File: config.mk
export PLATFORM = sky130hd
export DESIGN_NAME = modport_stream_flat
export DESIGN_NICKNAME = d
export VERILOG_FILES = /design/src/rtl/modport_pkg.sv /design/src/rtl/modport_stream_if.sv /design/src/rtl/modport_hist.sv /design/src/rtl/modport_stream.sv /design/src/flat_wrapper.sv
export SDC_FILE = /design/constraint.sdc
export NUM_CORES = 1
export LEC_CHECK = 0
export BUFFER_PORTS_ARGS = -buffer_cell sky130_fd_sc_hd__buf_2
export CAP_MARGIN = 20
export CORE_MARGIN = 2
export CORE_UTILIZATION = 47
export CTS_BUF_LIST = sky130_fd_sc_hd__clkbuf_4
export CTS_CLUSTER_DIAMETER = 50
export DETAILED_ROUTE_END_ITERATION = 16
export PLACE_DENSITY_LB_ADDON = 0.15
export SLEW_MARGIN = 20
export SYNTH_ARGS = -nofsm -noshare
export SYNTH_HDL_FRONTEND = slang
export SYNTH_SLANG_ARGS = --single-unit
File: constraint.sdc
create_clock -name clk -period 1.8 [get_ports clk]
set_input_delay 0.54 -clock clk [delete_from_list [all_inputs] [get_ports clk]]
set_output_delay 0.54 -clock clk [all_outputs]
set_load 0.02 [all_outputs]
File: src/rtl/modport_pkg.sv
// Shared widths and types for the modport_stream tap.
// HIST_DEPTH must be a power of two and at least 2 so the history pointer wraps for free.
// hist_entry_t: one history slot. val_a marks a slot written since reset, val_b marks a
// slot that has been overwritten at least once, value holds the accepted byte.
package modport_pkg;

  localparam int unsigned DATA_W     = 8;
  localparam int unsigned ADDR_W     = 32;
  localparam int unsigned HIST_DEPTH = 4;
  localparam int unsigned CHK_W      = 16;

  typedef struct packed {
    logic              val_a;
    logic              val_b;
    logic [DATA_W-1:0] value;
  } hist_entry_t;

endpackage

File: src/rtl/modport_stream_if.sv
// Stream bus for modport_stream.
// Modports:
//   master - producer/consumer side: drives valid, data, dword and downstream ready.
//   slave  - the tap itself: drives ready, accept strobe, data copies, address, history, sum.
//   source - read-only view of the captured address for downstream address consumers.
interface modport_stream_if;
  import modport_pkg::*;

  logic              stream_in_valid;
  logic              stream_in_ready;
  logic [DATA_W-1:0] stream_in_data;
  logic [ADDR_W-1:0] stream_in_data_dword;
  logic              stream_out_ready;
  logic [DATA_W-1:0] stream_out_data_comb;
  logic [DATA_W-1:0] stream_out_data_registered;
  logic              and_output;
  logic [ADDR_W-1:0] src_addr;
  logic [DATA_W-1:0] hist_last;
  logic [CHK_W-1:0]  checksum;

  modport master (
    output stream_in_valid, stream_in_data, stream_in_data_dword, stream_out_ready,
    input  stream_in_ready, stream_out_data_comb, stream_out_data_registered, and_output,
    input  src_addr, hist_last, checksum
  );

  modport slave (
    input  stream_in_valid, stream_in_data, stream_in_data_dword, stream_out_ready,
    output stream_in_ready, stream_out_data_comb, stream_out_data_registered, and_output,
    output src_addr, hist_last, checksum
  );

  modport source (
    input src_addr
  );

endinterface

File: src/rtl/modport_hist.sv
// Circular history of accepted bytes; the oldest entry is silently overwritten.
// Ports:
//   clk, rst_n - clock and synchronous active-low reset (clears all entries and pointer)
//   wr_en      - write strobe (accepted transfer)
//   wr_data    - byte to store
//   hist_last  - most recently written byte (0 until the first write)
module modport_hist
  import modport_pkg::*;
#(
  parameter int unsigned Depth = HIST_DEPTH
) (
  input  logic              clk,
  input  logic              rst_n,
  input  logic              wr_en,
  input  logic [DATA_W-1:0] wr_data,
  output logic [DATA_W-1:0] hist_last
);

  localparam int unsigned PtrW = $clog2(Depth);

  hist_entry_t           hist_q [Depth];
  logic      [PtrW-1:0] wr_ptr_q;
  logic      [PtrW-1:0] rd_ptr;
  hist_entry_t           last_entry;

  always_ff @(posedge clk) begin
    if (!rst_n) begin
      wr_ptr_q <= '0;
      for (int i = 0; i < int'(Depth); i++) begin
        hist_q[i] <= '0;
      end
    end else if (wr_en) begin
      hist_q[wr_ptr_q] <= '{val_a: 1'b1, val_b: hist_q[wr_ptr_q].val_a, value: wr_data};
      wr_ptr_q         <= wr_ptr_q + 1'b1;
    end
  end

  // Depth is a power of two, so pointer arithmetic wraps naturally.
  always_comb begin
    rd_ptr     = wr_ptr_q - 1'b1;
    last_entry = hist_q[rd_ptr];
    hist_last  = (last_entry.val_a | last_entry.val_b) ? last_entry.value : '0;
  end

endmodule

File: src/rtl/modport_stream.sv
// Stream pass-through tap: forwards the byte combinationally and registered, mirrors
// downstream ready upstream, captures the address sideband on accept and keeps a short
// history of accepted bytes.
// Ports:
//   clk, rst_n - clock and synchronous active-low reset
//   bus        - modport_stream_if.slave (handshake, data copies, src_addr, hist_last, checksum)
// Build option: define MODPORT_CHECKSUM_EN to add a 16-bit wrapping sum of accepted bytes;
// without it checksum is tied to 0.
module modport_stream
  import modport_pkg::*;
(
  input  logic                   clk,
  input  logic                   rst_n,
  modport_stream_if.slave        bus
);

  logic              ready;
  logic              accept;
  logic [DATA_W-1:0] data_reg_q;
  logic [ADDR_W-1:0] src_addr_q;

  // Ready is gated by reset so nothing is accepted while reset is held.
  assign ready  = bus.stream_out_ready & rst_n;
  assign accept = ready & bus.stream_in_valid;

  assign bus.stream_in_ready            = ready;
  assign bus.and_output                 = accept;
  assign bus.stream_out_data_comb       = bus.stream_in_data;
  assign bus.stream_out_data_registered = data_reg_q;
  assign bus.src_addr                   = src_addr_q;

  always_ff @(posedge clk) begin
    if (!rst_n) begin
      data_reg_q <= '0;
      src_addr_q <= '0;
    end else begin
      data_reg_q <= bus.stream_in_data;
      if (accept) begin
        src_addr_q <= bus.stream_in_data_dword;
      end
    end
  end

  modport_hist #(
    .Depth (HIST_DEPTH)
  ) u_hist (
    .clk       (clk),
    .rst_n     (rst_n),
    .wr_en     (accept),
    .wr_data   (bus.stream_in_data),
    .hist_last (bus.hist_last)
  );

`ifdef MODPORT_CHECKSUM_EN
  logic [CHK_W-1:0] checksum_q;

  always_ff @(posedge clk) begin
    if (!rst_n) begin
      checksum_q <= '0;
    end else if (accept) begin
      checksum_q <= checksum_q + CHK_W'(bus.stream_in_data);
    end
  end

  assign bus.checksum = checksum_q;
`else
  assign bus.checksum = '0;
`endif

endmodule

File: src/flat_wrapper.sv
// flat-port wrapper written by rule: the top's interface ports become plain ports
module modport_stream_flat import modport_pkg::*;
  (clk, rst_n, bus_stream_in_valid, bus_stream_in_data, bus_stream_in_data_dword, bus_stream_out_ready, bus_stream_in_ready, bus_stream_out_data_comb, bus_stream_out_data_registered, bus_and_output, bus_src_addr, bus_hist_last, bus_checksum);
  modport_stream_if bus_i ();
  input  logic clk;
  input  logic rst_n;
  input wire logic [$bits(bus_i.stream_in_valid)-1:0] bus_stream_in_valid;
  input wire logic [$bits(bus_i.stream_in_data)-1:0] bus_stream_in_data;
  input wire logic [$bits(bus_i.stream_in_data_dword)-1:0] bus_stream_in_data_dword;
  input wire logic [$bits(bus_i.stream_out_ready)-1:0] bus_stream_out_ready;
  output wire logic [$bits(bus_i.stream_in_ready)-1:0] bus_stream_in_ready;
  output wire logic [$bits(bus_i.stream_out_data_comb)-1:0] bus_stream_out_data_comb;
  output wire logic [$bits(bus_i.stream_out_data_registered)-1:0] bus_stream_out_data_registered;
  output wire logic [$bits(bus_i.and_output)-1:0] bus_and_output;
  output wire logic [$bits(bus_i.src_addr)-1:0] bus_src_addr;
  output wire logic [$bits(bus_i.hist_last)-1:0] bus_hist_last;
  output wire logic [$bits(bus_i.checksum)-1:0] bus_checksum;
  assign bus_i.stream_in_valid = bus_stream_in_valid;
  assign bus_i.stream_in_data = bus_stream_in_data;
  assign bus_i.stream_in_data_dword = bus_stream_in_data_dword;
  assign bus_i.stream_out_ready = bus_stream_out_ready;
  assign bus_stream_in_ready = bus_i.stream_in_ready;
  assign bus_stream_out_data_comb = bus_i.stream_out_data_comb;
  assign bus_stream_out_data_registered = bus_i.stream_out_data_registered;
  assign bus_and_output = bus_i.and_output;
  assign bus_src_addr = bus_i.src_addr;
  assign bus_hist_last = bus_i.hist_last;
  assign bus_checksum = bus_i.checksum;
  modport_stream u_core (.clk(clk), .rst_n(rst_n), .bus(bus_i));
endmodule
==> reports/qor.csv, run 1 <==
stage;metric;value;unit
clock_network;cts_buffer_depth;2;
critical_path;slowest_stage;mux4_2;
synthesis;synth.mux.area_fraction;6.68;%
clock_network;cts_sinks;84;
critical_path;cp_data_arrival_time;1.81;ns
drt;drcViolationCount;0;
clock_network;root_buffer;clkbuf_4;
synthesis;netlist_area;3540;um^2
hold_path;min_path_type;in -> reg;
floorplanning;core_area;7290;um^2
synthesis;ys_seq_area_share;58.8;%
placement;place.gp.congestion;0.747;
global_routing;grt_pass1_wl;11.4;mm
clock_network;cts.reportedPaths.clkPinSlew;0.13;ns
global_routing;grt.total_usage;17.7;%
critical_path;max_stage_delay;0.65;ns
critical_path;endpoint_kind;output pin;
drt;totalWireLength;7.00;mm
global_routing;overflow;0;
drt;final_antenna_net_count;0;
drt;wire_per_inst;13.3;um
power_and_ir_drop;irDropWorstVdd;0.503;mV
synthesis;yosys.area_share.adder;0;%
critical_path;cp-start-kind;register;
timing;hold_viol_final;0;
timing;min_period_over_period;130;%
status;status;finished, violations left;
drt;drt-initial-drc-count;99;
synthesis;synth_area_leaders;edfxtp_1 (34%), dfxtp_1 (25%), and2_1 (8.7%);
synthesis;syn_avg_cell_area;11.4;um^2
status;violations;negative setup slack;
floorplanning;die_area;8250;um^2
timing;grt_setup_unrepaired;yes;
placement;dp_hpwl;4.92;mm
cells_and_area;drive_gt1_share;37.2;%
timing;min_period;2.35;ns
critical_path;critPathKind;reg -> out;
timing;fin_ws;-0.548;ns
synthesis;synth_compound_area_share;6.92;%
cells_and_area;fin_util;59.6;%
global_routing;grt_pass1_vias;2360;
clock_network;cts_inserted_buffers;9;
timing;setup_viol;8;
synthesis;ys_warn_count;0;
synthesis;synth_top_family_by_area;simple AND/OR/NAND/NOR gates;
synthesis;synth_top_area_cell;edfxtp_1;
clock_network;cts_hold_buf;0;
power_and_ir_drop;cellLeakagePower;1.92;nW
synthesis;synth_top_area_share;33.9;%
clock_network;clk_latency;0.42;ns
floorplanning;die_x;90.8;um
timing;hold_ws;0.339;ns
global_routing;antenna_found_initial;0;
synthesis;synthXorXnorAreaFrac;0.495;%
power_and_ir_drop;power_density;872;nW/um^2
power_and_ir_drop;p_total;3.79;mW
flow_run;drv_cap;0;
floorplanning;core.rowCount;31;
cells_and_area;antenna_cells;0;
clock_network;htreeDepth;3;
clock_network;cts_tree;done;
critical_path;critPathMaxFanout;8;
floorplanning;fp.dieH;90.8;um
critical_path;crit_chain;inv_2, mux4_2, nor2b_1, buf_4;
timing;tns;-4.13;ns
timing;fmax;426;MHz
drt;vias_per_cell;4.63;
placement;io_buffers;101;
cells_and_area;area_growth;22.7;%
timing;drv_slew;0;
synthesis;synthSimpleGateAreaFrac;18.7;%
placement;dpl_worst_slack;-0.139;ns
cells_and_area;fillerInstances;668;
synthesis;ys_seq_elements;84;
drt;num_vias;2433;
synthesis;ys_types;23;
critical_path;cp.required;1.26;ns
floorplanning;initial_core_util;48.6;%
global_routing;grt_max_degree;36;
synthesis;syn_inst;310;
cells_and_area;nNetsFinal;466;
floorplanning;io-pin-count;118;
drt;first_pass_iters;4;
timing;fin_worst_skew;0.0167;ns
-- cell usage in the layout, fill, tap and decap left out --
master      synthesis  routed
buf_6               1       4
conb_1              1      16
bufinv_16           0       1
xnor2_1             2       2
and3_2              1       1
inv_6               0       1
nor2b_1             8       6
buf_4              24      32
nand3_1             2       2
dfxtp_1            44      42
nand2b_1            3       3
a21boi_0           26      26
o21ai_0             1       1
mux4_2              7       8
nor3_1              2       2
dfxtp_4             0       1
inv_1               3       2
clkinvlp_4          0       2
edfxtp_1           40      40
mux4_1              3       2
a21boi_1            6       6
nor2_1              4       4
nor2b_4             0       2
clkbuf_4            0       9
clkinv_2            0       2
dfxtp_2             0       1
inv_2               0       1
inv_8               0       1
buf_2               7      93
and2_1             49      49
nand2_1            65      65
-- cell families (layout without fill, tap and decap cells) --
logic type             after synthesis  after routing
AO/OA/AOI/OAI                       33             33
XOR/XNOR                             2              2
buffers and inverters               46            148
flip-flops                          84             84
multiplexers                        10             10
other                                1             16
AND/OR/NAND/NOR                    134            134
-- registers in the layout, summed over array words and instances (netlist names), named ones only --
register                               count
u_core.u_hist.hist_q                      40
u_core.u_hist.wr_ptr_q                     2
u_core.bus.stream_out_data_registered      8
u_core.bus.src_addr                       32
-- critical path: cells and delay by family (launching register included) --
kind / cells / cell delay [ns]
AND/OR/NAND/NOR: 1 / 0.18
flip-flops: 1 / 0.34
buffers and inverters: 2 / 0.22
multiplexers: 1 / 0.65
-- repair_timing --
action / in CTS / in global routing
cloned: 0 / 0
setup endpoints to repair: 8 / 8
buffers inserted: 3 / 0
pin swaps: 2 / 0
gates resized for setup: 16 / 5
-- where the power goes --
group          internal (mW)  leakage (nW)  total [mW]  switching [mW]
clock                  0.432        0.0742        1.09           0.657
combinational          0.249          1.08       0.573           0.324
sequential              2.09         0.769        2.13          0.0332
-- cell usage after synthesis --
cell type,count
xnor2_1,2
nor3_1,2
nor2_1,4
nand3_1,2
inv_1,3
dfxtp_1,44
clkbuf_1,10
nand2_1,65
buf_12,1
and2_1,49
a21boi_0,26
nor2b_1,8
conb_1,1
mux4_2,7
buf_2,7
buf_6,1
mux4_1,3
buf_4,24
nand2b_1,3
and3_2,1
a21boi_1,6
o21ai_0,1
edfxtp_1,40
-- layer usage --
metal	global-route usage (%)	routed length [um]
met3	3.92	400
met1	22.6	3090
met4	7.58	114
met5	0	0
met2	29.1	3390
-- layout make-up --
cell class,instances,area (um^2),area share [%]
inverters,3,11.3,0.259
repair buffers,129,751,17.3
clock inverters,7,75.1,1.73
clock buffers,9,67.6,1.55
flip-flops and latches,84,2090,48.0
multi-input cells,195,1230,28.3
well taps,99,124,2.85
-- stage by stage --
stage | instance area (um^2) | std cells
after CTS | 4330 | 526
final | 4350 | 526
after detailed placement | 4130 | 507
after global routing | 4350 | 526
after global placement | 4130 | 507
after floorplan | 3600 | 325
-- final timing paths --
path,start,depth (start not counted),slack (ns),endpoint
max,u_core.u_hist.wr_ptr_q[1]$_SDFFE_PN0P_,4,-0.55,bus_hist_last[7]
min,bus_stream_in_data_dword[16],3,0.34,u_core.bus.src_addr[16]$_SDFFE_PN0P_
max reg2reg,u_core.u_hist.wr_ptr_q[0]$_SDFFE_PN0P_,5,0.23,u_core.u_hist.hist_q[0][2]$_SDFFCE_PN0P_
min reg2reg,u_core.bus.src_addr[2]$_SDFFE_PN0P_,2,0.46,u_core.bus.src_addr[2]$_SDFFE_PN0P_
Note: power is estimated with default switching activity, not from simulation.
==> inputs of run 2 (changes only) <==
==> constraint.sdc (replaced) <==
create_clock -name clk -period 1.8 [get_ports clk]
set_input_delay 0.54 -clock clk [delete_from_list [all_inputs] [get_ports clk]]
set_output_delay 0.54 -clock clk [all_outputs]
set_load 0.05 [all_outputs]
==> run 2 against run 1 <==
Net effect: the run still ends with negative setup slack left; power increased by 10%; die area did not move; wire length increased by 3.3%; worst setup slack got worse by 0.014 ns; cell count fell by 0.57%; clock skew decreased by 0.0044 ns; via count rose by 1.1%; clock power is 7% higher; highest routed layer unchanged.
==> reports/qor.csv, run 2 (synthesis gave the netlist of run 1 again) <==
stage;metric;value;unit
cells_and_area;nNetsFinal;463;
critical_path;rr_startpoint;u_core.u_hist.wr_ptr_q[1]$_SDFFE_PN0P_;
global_routing;grt_pass1_vias;2418;
floorplanning;die_area;8250;um^2
cells_and_area;multi_input_area;1280;um^2
timing;drv_slew;0;
global_routing;overflow;0;
clock_network;cts_tree;done;
timing;fmax;423;MHz
floorplanning;fp.dieH;90.8;um
floorplanning;core_area;7290;um^2
drt;drcViolationCount;0;
hold_path;min_to;u_core.bus.src_addr[16]$_SDFFE_PN0P_;
drt;num_vias;2459;
cells_and_area;regMostFlops;u_core.u_hist.hist_q;
critical_path;cp.required;1.26;ns
cells_and_area;finalNonFillerCells;523;
placement;post-place-cells;504;
drt;wire_per_inst;13.8;um
critical_path;critPathMaxFanout;5;
critical_path;endpoint_kind;output pin;
global_routing;antenna_found_initial;0;
cells_and_area;fillerInstances;654;
critical_path;slowest_stage;mux4_2;
cells_and_area;area_growth;26.4;%
clock_network;cts_sinks;84;
placement;io_buffers;101;
hold_path;worstHoldStart;bus_stream_in_data_dword[16];
clock_network;cts_hold_buf;0;
cells_and_area;register_area;2080;um^2
cells_and_area;antenna_cells;0;
power_and_ir_drop;cellLeakagePower;1.97;nW
flow_run;drv_cap;0;
power_and_ir_drop;irDropWorstVdd;0.711;mV
floorplanning;initial_core_util;48.6;%
drt;vias_per_cell;4.70;
status;violations;negative setup slack;
critical_path;rrSetupSlack;0.19;ns
critical_path;max_stage_delay;0.55;ns
cells_and_area;final_common_cell;buf_2;
clock_network;cts_inserted_buffers;9;
timing;setup_viol;8;
cells_and_area;final_cell_mix;buf_2 (92), nand2_1 (65), and2_1 (48), dfxtp_1 (42), edfxtp_1 (40);
timing;fin_worst_skew;0.0123;ns
drt;drt-initial-drc-count;136;
critical_path;worstRegToRegCells;7;
cells_and_area;largest_register_ffs;40;
power_and_ir_drop;power_density;933;nW/um^2
cells_and_area;stdcell_area;4480;um^2
hold_path;min_path_cells;3;
critical_path;critPathKind;reg -> out;
critical_path;rr_endpoint;u_core.u_hist.hist_q[2][4]$_SDFFCE_PN0P_;
power_and_ir_drop;p_total;4.18;mW
global_routing;grt_max_degree;48;
floorplanning;io-pin-count;118;
floorplanning;die_x;90.8;um
cells_and_area;drive_gt1_share;38.0;%
drt;totalWireLength;7.22;mm
global_routing;grt_pass1_wl;11.8;mm
drt;first_pass_iters;4;
timing;grt_setup_unrepaired;yes;
placement;place.gp.congestion;0.780;
critical_path;cp_data_arrival_time;1.82;ns
timing;min_period;2.36;ns
placement;dp_hpwl;4.99;mm
timing;hold_viol_final;0;
hold_path;min_path_type;in -> reg;
critical_path;cp-start-kind;register;
critical_path;crit_chain;inv_2, mux4_2, buf_12, nor2b_4, buf_8;
status;status;finished, violations left;
global_routing;grt.total_usage;18.4;%
placement;postPlaceCellArea;4230;um^2
clock_network;root_buffer;clkbuf_4;
timing;fin_ws;-0.562;ns
drt;final_antenna_net_count;0;
timing;min_period_over_period;131;%
clock_network;htreeDepth;3;
floorplanning;core.rowCount;31;
clock_network;cts_buffer_depth;2;
clock_network;clk_latency;0.41;ns
clock_network;cts.reportedPaths.clkPinSlew;0.13;ns
==> run 2: cell types whose count changed in the layout (fill, tap and decap cells not counted), sizes merged <==
cell / previous run / this run
buf: 129 / 126
inv: 5 / 3
bufinv: 1 / 2
clkinv: 2 / 3
==> run 2: area by class of cell <==
cell class | instances | area share [%]
clock buffers | 9 | 1.51
clock inverters | 7 | 2.04
inverters | 3 | 0.251
multi-input cells | 195 | 28.7
flip-flops and latches | 84 | 46.5
well taps | 99 | 2.77
repair buffers | 126 | 18.2
==> run 2: how the worst max path moves through the flow <==
stage	startpoint	end	slack, ns	cells after the start
finish	u_core.u_hist.wr_ptr_q[1]$_SDFFE_PN0P_	bus_hist_last[4]	-0.56	5
global route	u_core.u_hist.wr_ptr_q[1]$_SDFFE_PN0P_	bus_hist_last[0]	-0.64	5
CTS	u_core.u_hist.wr_ptr_q[1]$_SDFFE_PN0P_	bus_hist_last[3]	-0.58	5
detailed placement	u_core.u_hist.hist_q[2][9]$_SDFFCE_PN0P_	bus_hist_last[3]	-0.20	5
global placement	u_core.u_hist.wr_ptr_q[1]$_SDFFE_PN0P_	bus_hist_last[3]	-0.19	5
floorplan	u_core.u_hist.wr_ptr_q[1]$_SDFFE_PN0P_	bus_hist_last[0]	-0.15	3
==> run 2: timing repair <==
| item | in CTS | in global routing |
|---|---|---|
| hold endpoints to repair | 0 | 0 |
| resized for setup | 20 | 2 |
| buffers inserted | 2 | 1 |
| endpoints found under the setup margin | 9 | 9 |
==> run 2: per-stage QoR <==
step | utilization [%] | worst slack [ns] | TNS, ns | hold slack, ns
after CTS | 61.3 | -0.576 | -4.52 | 0.325
final | 61.4 | -0.562 | -4.36 | 0.359
after detailed placement | 58.1 | -0.198 | -1.48 | 0.442
after global placement | 58.1 | -0.190 | -1.34 | 0.438
after global routing | 61.4 | -0.644 | -5.02 | 0.320
after floorplan | - | -0.147 | -1.27 | 0.667
==> run 2: layer usage <==
layer | wire, um | part of all wire [%] | vias up | global-route usage [%]
li1 | - | - | 1208 | -
met1 | 3050 | 42 | 1175 | 21.7
met2 | 3710 | 51 | 63 | 32.0
met3 | 317 | 4.4 | 13 | 3.92
met4 | 148 | 2.0 | 0 | 8.96
met5 | 0 | 0 | - | 0
==> run 2: where the power goes <==
part / switching [mW] / internal, mW
clock: 0.617 / 0.557
combinational: 0.569 / 0.305
sequential: 0.0344 / 2.09
==> run 2: critical path: cells and delay by family (launching register included) <==
family / cells / cell delay, ns
buffers and inverters: 3 / 0.40
flip-flops: 1 / 0.34
multiplexers: 1 / 0.55
AND/OR/NAND/NOR: 1 / 0.14
